[src/rtl/branch_predict_unit.sv]
// Branch prediction and resolution unit: bimodal or gshare table of
// saturating counters, ID-stage predict/target/flush, EX-stage resolve/train.
//
// Ports:
//   clk_i, rst_i              clock (rising edge), async active-low reset
//   id_branch_i/pc/imm        ID-stage branch lookup inputs
//   id_taken_o/target/index   prediction, taken target, table index used
//   id_flush_o                flush IF/ID and load id_target_o into PC
//   ex_branch_i/pc/target/    EX-stage resolution inputs carried from ID
//   ex_index_i/pred/taken
//   ex_mispredict_o           prediction wrong; flush IF/ID and ID/EX
//   ex_redirect_pc_o          correct next PC on mispredict, else 0
//   branch_count_o            resolved branches since reset
//   mispredict_count_o        mispredicts since reset
module branch_predict_unit #(
    parameter int XLEN       = 32,
    parameter int INDEX_BITS = 4,
    parameter int CTR_BITS   = 2,
    parameter int HIST_BITS  = 0,
    parameter int CNT_BITS   = 32
) (
    input  logic                  clk_i,
    input  logic                  rst_i,

    input  logic                  id_branch_i,
    input  logic [XLEN-1:0]       id_pc_i,
    input  logic [XLEN-1:0]       id_imm_i,
    output logic                  id_taken_o,
    output logic [XLEN-1:0]       id_target_o,
    output logic [INDEX_BITS-1:0] id_index_o,
    output logic                  id_flush_o,

    input  logic                  ex_branch_i,
    input  logic [XLEN-1:0]       ex_pc_i,
    input  logic [XLEN-1:0]       ex_target_i,
    input  logic [INDEX_BITS-1:0] ex_index_i,
    input  logic                  ex_pred_i,
    input  logic                  ex_taken_i,
    output logic                  ex_mispredict_o,
    output logic [XLEN-1:0]       ex_redirect_pc_o,

    output logic [CNT_BITS-1:0]   branch_count_o,
    output logic [CNT_BITS-1:0]   mispredict_count_o
);

    localparam int ENTRIES = 1 << INDEX_BITS;

    localparam logic [CTR_BITS-1:0] CTR_WEAK =
        CTR_BITS'(1) << (CTR_BITS - 1);
    localparam logic [CTR_BITS-1:0] CTR_MAX = {CTR_BITS{1'b1}};
    localparam logic [CTR_BITS-1:0] CTR_MIN = '0;

    // ------------------------------------------------------------
    // Counter table (flip-flops)
    // ------------------------------------------------------------
    logic [CTR_BITS-1:0] ctr_q [ENTRIES];
    logic [CTR_BITS-1:0] ctr_old;
    logic [CTR_BITS-1:0] ctr_new;

    // ------------------------------------------------------------
    // Index: PC word bits, optionally hashed with global history
    // ------------------------------------------------------------
    logic [INDEX_BITS-1:0] base_idx;
    logic [INDEX_BITS-1:0] hist_idx;

    assign base_idx = id_pc_i[INDEX_BITS+1:2];

    generate
        if (HIST_BITS > 0) begin : g_gshare
            logic [HIST_BITS-1:0] ghr_q;

            assign hist_idx = INDEX_BITS'(ghr_q);

            // History is non-speculative: only resolved outcomes enter it.
            always_ff @(posedge clk_i or negedge rst_i) begin
                if (!rst_i) begin
                    ghr_q <= '0;
                end else if (ex_branch_i) begin
                    if (HIST_BITS == 1) begin
                        ghr_q <= HIST_BITS'(ex_taken_i);
                    end else begin
                        ghr_q <= HIST_BITS'({ghr_q, ex_taken_i});
                    end
                end
            end
        end else begin : g_bimodal
            assign hist_idx = '0;
        end
    endgenerate

    assign id_index_o = base_idx ^ hist_idx;

    // ------------------------------------------------------------
    // ID stage: prediction, target, flush
    // ------------------------------------------------------------
    // Lookup reads the registered table, so a same-cycle EX update
    // of the same entry is seen only from the next cycle on.
    assign id_taken_o  = ctr_q[id_index_o][CTR_BITS-1];
    assign id_target_o = id_pc_i + (id_imm_i << 1);

    // A mispredict in EX means the ID instruction is wrong-path.
    assign id_flush_o = id_branch_i & id_taken_o & ~ex_mispredict_o;

    // ------------------------------------------------------------
    // EX stage: resolution
    // ------------------------------------------------------------
    assign ex_mispredict_o = ex_branch_i & (ex_pred_i != ex_taken_i);

    always_comb begin
        ex_redirect_pc_o = '0;
        if (ex_mispredict_o) begin
            ex_redirect_pc_o = ex_taken_i ? ex_target_i
                                          : ex_pc_i + XLEN'(4);
        end
    end

    // ------------------------------------------------------------
    // Training: saturating update of the resolved entry
    // ------------------------------------------------------------
    assign ctr_old = ctr_q[ex_index_i];

    always_comb begin
        ctr_new = ctr_old;
        if (ex_taken_i) begin
            if (ctr_old != CTR_MAX) begin
                ctr_new = ctr_old + CTR_BITS'(1);
            end
        end else begin
            if (ctr_old != CTR_MIN) begin
                ctr_new = ctr_old - CTR_BITS'(1);
            end
        end
    end

    always_ff @(posedge clk_i or negedge rst_i) begin
        if (!rst_i) begin
            for (int i = 0; i < ENTRIES; i++) begin
                ctr_q[i] <= CTR_WEAK;
            end
        end else if (ex_branch_i) begin
            ctr_q[ex_index_i] <= ctr_new;
        end
    end

    // ------------------------------------------------------------
    // Performance counters (wrapping)
    // ------------------------------------------------------------
    always_ff @(posedge clk_i or negedge rst_i) begin
        if (!rst_i) begin
            branch_count_o     <= '0;
            mispredict_count_o <= '0;
        end else if (ex_branch_i) begin
            branch_count_o     <= branch_count_o + CNT_BITS'(1);
            mispredict_count_o <= mispredict_count_o
                                + CNT_BITS'(ex_mispredict_o);
        end
    end

endmodule

[config.mk]
export PLATFORM = sky130hd
export DESIGN_NAME = branch_predict_unit
export DESIGN_NICKNAME = d
export VERILOG_FILES = /design/src/rtl/branch_predict_unit.sv
export SDC_FILE = /design/constraint.sdc
export NUM_CORES = 1
export LEC_CHECK = 0
export ABC_AREA = 1
export ABC_CLOCK_PERIOD_IN_PS = 2300
export CAP_MARGIN = 10
export CORE_MARGIN = 2
export CORE_UTILIZATION = 45
export DETAILED_ROUTE_END_ITERATION = 12
export PLACE_DENSITY = 0.84
export SLEW_MARGIN = 25
export SYNTH_ARGS = -nofsm -noshare
export SYNTH_HDL_FRONTEND = slang
export SYNTH_SLANG_ARGS = --single-unit
[constraint.sdc]
create_clock -name clk_i -period 2.3 [get_ports clk_i]
set_input_delay 0.23 -clock clk_i [delete_from_list [all_inputs] [get_ports clk_i]]
set_output_delay 0.23 -clock clk_i [all_outputs]
set_load 0.02 [all_outputs]
==> results.json <==
{
  "core_um2": 18020,
  "synth_area_per_cell_um2": 6.418,
  "cp.arrival_ns": 2.29,
  "cts_sinks": 96,
  "clk_path_buf_depth": 2,
  "dieHeight_um": 139.6,
  "fin_crit_ns": 2.524,
  "synthCells": 1289,
  "area_growth_pct": 61.71,
  "min_period_over_period_pct": 109.7,
  "crit_slowest_cell": "clkdlybuf4s50_1",
  "ys_async_sr_fraction_pct": 100.0,
  "grt_pass1_wl_mm": 46.31,
  "h-tree-depth": 3,
  "dieArea_um2": 19490,
  "remaining_drc_errors": 0,
  "fin_setup_tns_ns": -1.585,
  "clock_latency_ns": 0.35,
  "ys_ff_latch": 96,
  "setup_viol": 16,
  "hold_viol": 0,
  "hp-class": "input port to asynchronous set/reset pin",
  "clockRootBuffer": "clkbuf_16",
  "rows": 49,
  "fmax_ghz": 0.3962,
  "cap_violations": 0,
  "status": "finished, violations left",
  "grt_use_met2_pct": 48.89,
  "vias": 10280,
  "synth_warnings": 0,
  "multiInputGateArea_um2": 5917,
  "setup_slack_ns": -0.2242,
  "finalMaxSlewViolations": 0,
  "critical_path_class": "input port to output port",
  "crit_buf_inv": 3,
  "antenna_found_initial": 1,
  "gr-usage-all-layers_pct": 28.74,
  "skew_ns": 0.009442,
  "gr-total-overflow": 0,
  "drtAntennaViolNets": 0,
  "first_pass_iters": 5,
  "syn_area_um2": 8273,
  "slew_headroom_pct": 58.73,
  "drt-wirelength-per-cell_um": 16.20,
  "cts_made_buffers": 9,
  "grt_setup_unrepaired": "true",
  "start_util_pct": 45.90,
  "ff_latch_area_um2": 2422,
  "die_w_um": 139.6,
  "synthesis.nets": 1462,
  "cp-end-kind": "output port",
  "ys_seq_area_share_pct": 29.28,
  "grt_pass1_vias": 9531,
  "dpl_cell_area_um2": 12190,
  "crit_chain": "clkdlybuf4s50_1 > ha_4 > nand2_1 > o21ai_1 > a21oi_2 > buf_4 > nand2_1 > xor2_1 > buf_4",
  "ys_types": 38,
  "vias_per_cell": 5.320,
  "netlist_top_cells_count": "nand2_1 (409), nor2_1 (180), inv_1 (158), nand3_1 (99), dfrtp_1 (80)",
  "post-synth-top-area-cell": "dfrtp_1",
  "drt_iter0_drc": 726,
  "ir_worst_vdd_v": 0.0007630,
  "cp_max_fo": 4,
  "leakagePower_uw": 0.006766,
  "clk_pin_slew_ns": 0.07,
  "busiest_layer": "met2",
  "ios": 273,
  "violations": "negative setup slack",
  "cp_top_family": "buffers and inverters",
  "required_ns": 2.07,
  "place_hpwl_mm": 22.52,
  "stdcell_area_um2": 13380,
  "drive_above_1_share_pct": 23.43,
  "hold_ws_ns": 0.4399,
  "nFillCells": 1333,
  "grt_max_degree": 48,
  "synth_top_area_share_pct": 24.20,
  "layout.nets": 1871,
  "power_density_nw_per_um2": 476.1,
  "worst_pin_slew_ns": 0.6190,
  "slowest_delay_ns": 0.54,
  "met3_usage_pct": 4.301,
  "port_buffers": 269,
  "cp-start-kind": "input port",
  "post-synth-top-count-cell": "nand2_1",
  "ys.flop_type": "dfrtp_1",
  "wl_mm": 31.32,
  "synthTopCellsByArea": "dfrtp_1 (24%), nand2_1 (19%), nor2_1 (8.2%)",
  "synth_enable_flop_cells": 0,
  "tritoncts": "built",
  "grtUsageMet1_pct": 38.26,
  "routabilityCongestion": 0.9616
}
## worst reg2reg max path, stage by stage (launching register included)
cell and delay [ns]:
dfrtp_1 0.43, ha_1 0.28, nand3_1 0.14, nor2_1 0.18
nand2_1 0.11, nor2_1 0.28, nand4_1 0.15, xor2_1 0.17
## power by group
| group | switching (µW) | leakage [µW] | internal [µW] |
|---|---|---|---|
| Sequential | 217 | 0.00122 | 1930 |
| Combinational | 1520 | 0.00541 | 1270 |
| Clock | 690 | 0.000134 | 745 |
| Total | 2430 | 0.00677 | 3940 |
## layer usage
layer / routed length, µm / share of wire, %
met5: 0 / 0
met4: 1121 / 3.6
met3: 2494 / 8.0
met2: 14960 / 48
met1: 12740 / 41
## cell families (layout without fill, tap and decap cells)
kind of cell               Yosys count  in the layout  synth area share, %
and+or+nand+nor                    769            769                39.07
DFF                                 96             96                29.28
adders and majority gates           35             35                5.384
xor gates and xnor gates            90             90                9.528
AOI/OAI and AO/OA                  111            111                7.456
other                                0              1                    0
buffers and inverters              188            602                9.286
## flip-flops by register name, indices dropped and copies added (netlist names)
register / cells
branch_count_o: 32
mispredict_count_o: 32
ctr_q: 32
## what timing repair did
action / 4_1_cts / 5_1_grt
resized for setup: 236 / 182
buffers inserted: 12 / 4
hold buffers: 1 / 0
setup endpoints to repair: 60 / 55
pin swaps: 22 / 39
hold endpoints to repair: 30 / 0
## metrics by stage
step           utilization, %  setup WS (ns)  cells  total power, µW
2_1_floorplan               -         0.1132   1289             3389
3_3_place_gp            67.64        -0.6094   1899             4619
3_5_place_dp            67.64        -0.7254   1899             4662
4_1_cts                 71.24       -0.07938   1928             6151
5_1_grt                 74.22        -0.2241   1933             6685
6_report                74.22        -0.2242   1933             6369
## final timing paths
kind	endpoint	slack [ns]	cells past startpoint	startpoint
max	id_target_o[21]	-0.22	9	id_pc_i[15]
min	branch_count_o[20]	0.44	2	rst_i
max reg2reg	branch_count_o[30]	0.45	7	branch_count_o[0]
min reg2reg	ctr_q[7]	0.48	2	ctr_q[7]
max in group asynchronous	mispredict_count_o[4]	1.07	4	rst_i
min in group clk_i	id_target_o[0]	0.46	0	id_pc_i[0]
## cells in the final DEF, fill, tap and decap left out, types with 14 or more instances in the layout
cell               n
a21oi_1           20
xor2_1            49
dfstp_2           16
inv_1            157
buf_4            152
nor2_1           144
ha_4              24
nand2_1          382
dfrtp_1           80
nor3_1            14
dlymetal6s2s_1    28
nor2_2            31
o21ai_0           22
nand3_1           92
dlygate4sd2_1     31
clkdlybuf4s50_1  166
a21oi_2           25
xnor2_1           41
nand4_1           25
nand2_2           29
## layout make-up
type | count | area share, %
diodes | 1 | 0.01871
clock buffers | 9 | 1.684
clock inverters | 7 | 0.4022
inverters | 161 | 4.517
multi-input cells | 1005 | 44.23
flip-flops and latches | 96 | 18.11
well taps | 229 | 2.142
repair buffers | 425 | 28.90
Note: power is estimated with default switching activity, not from simulation.
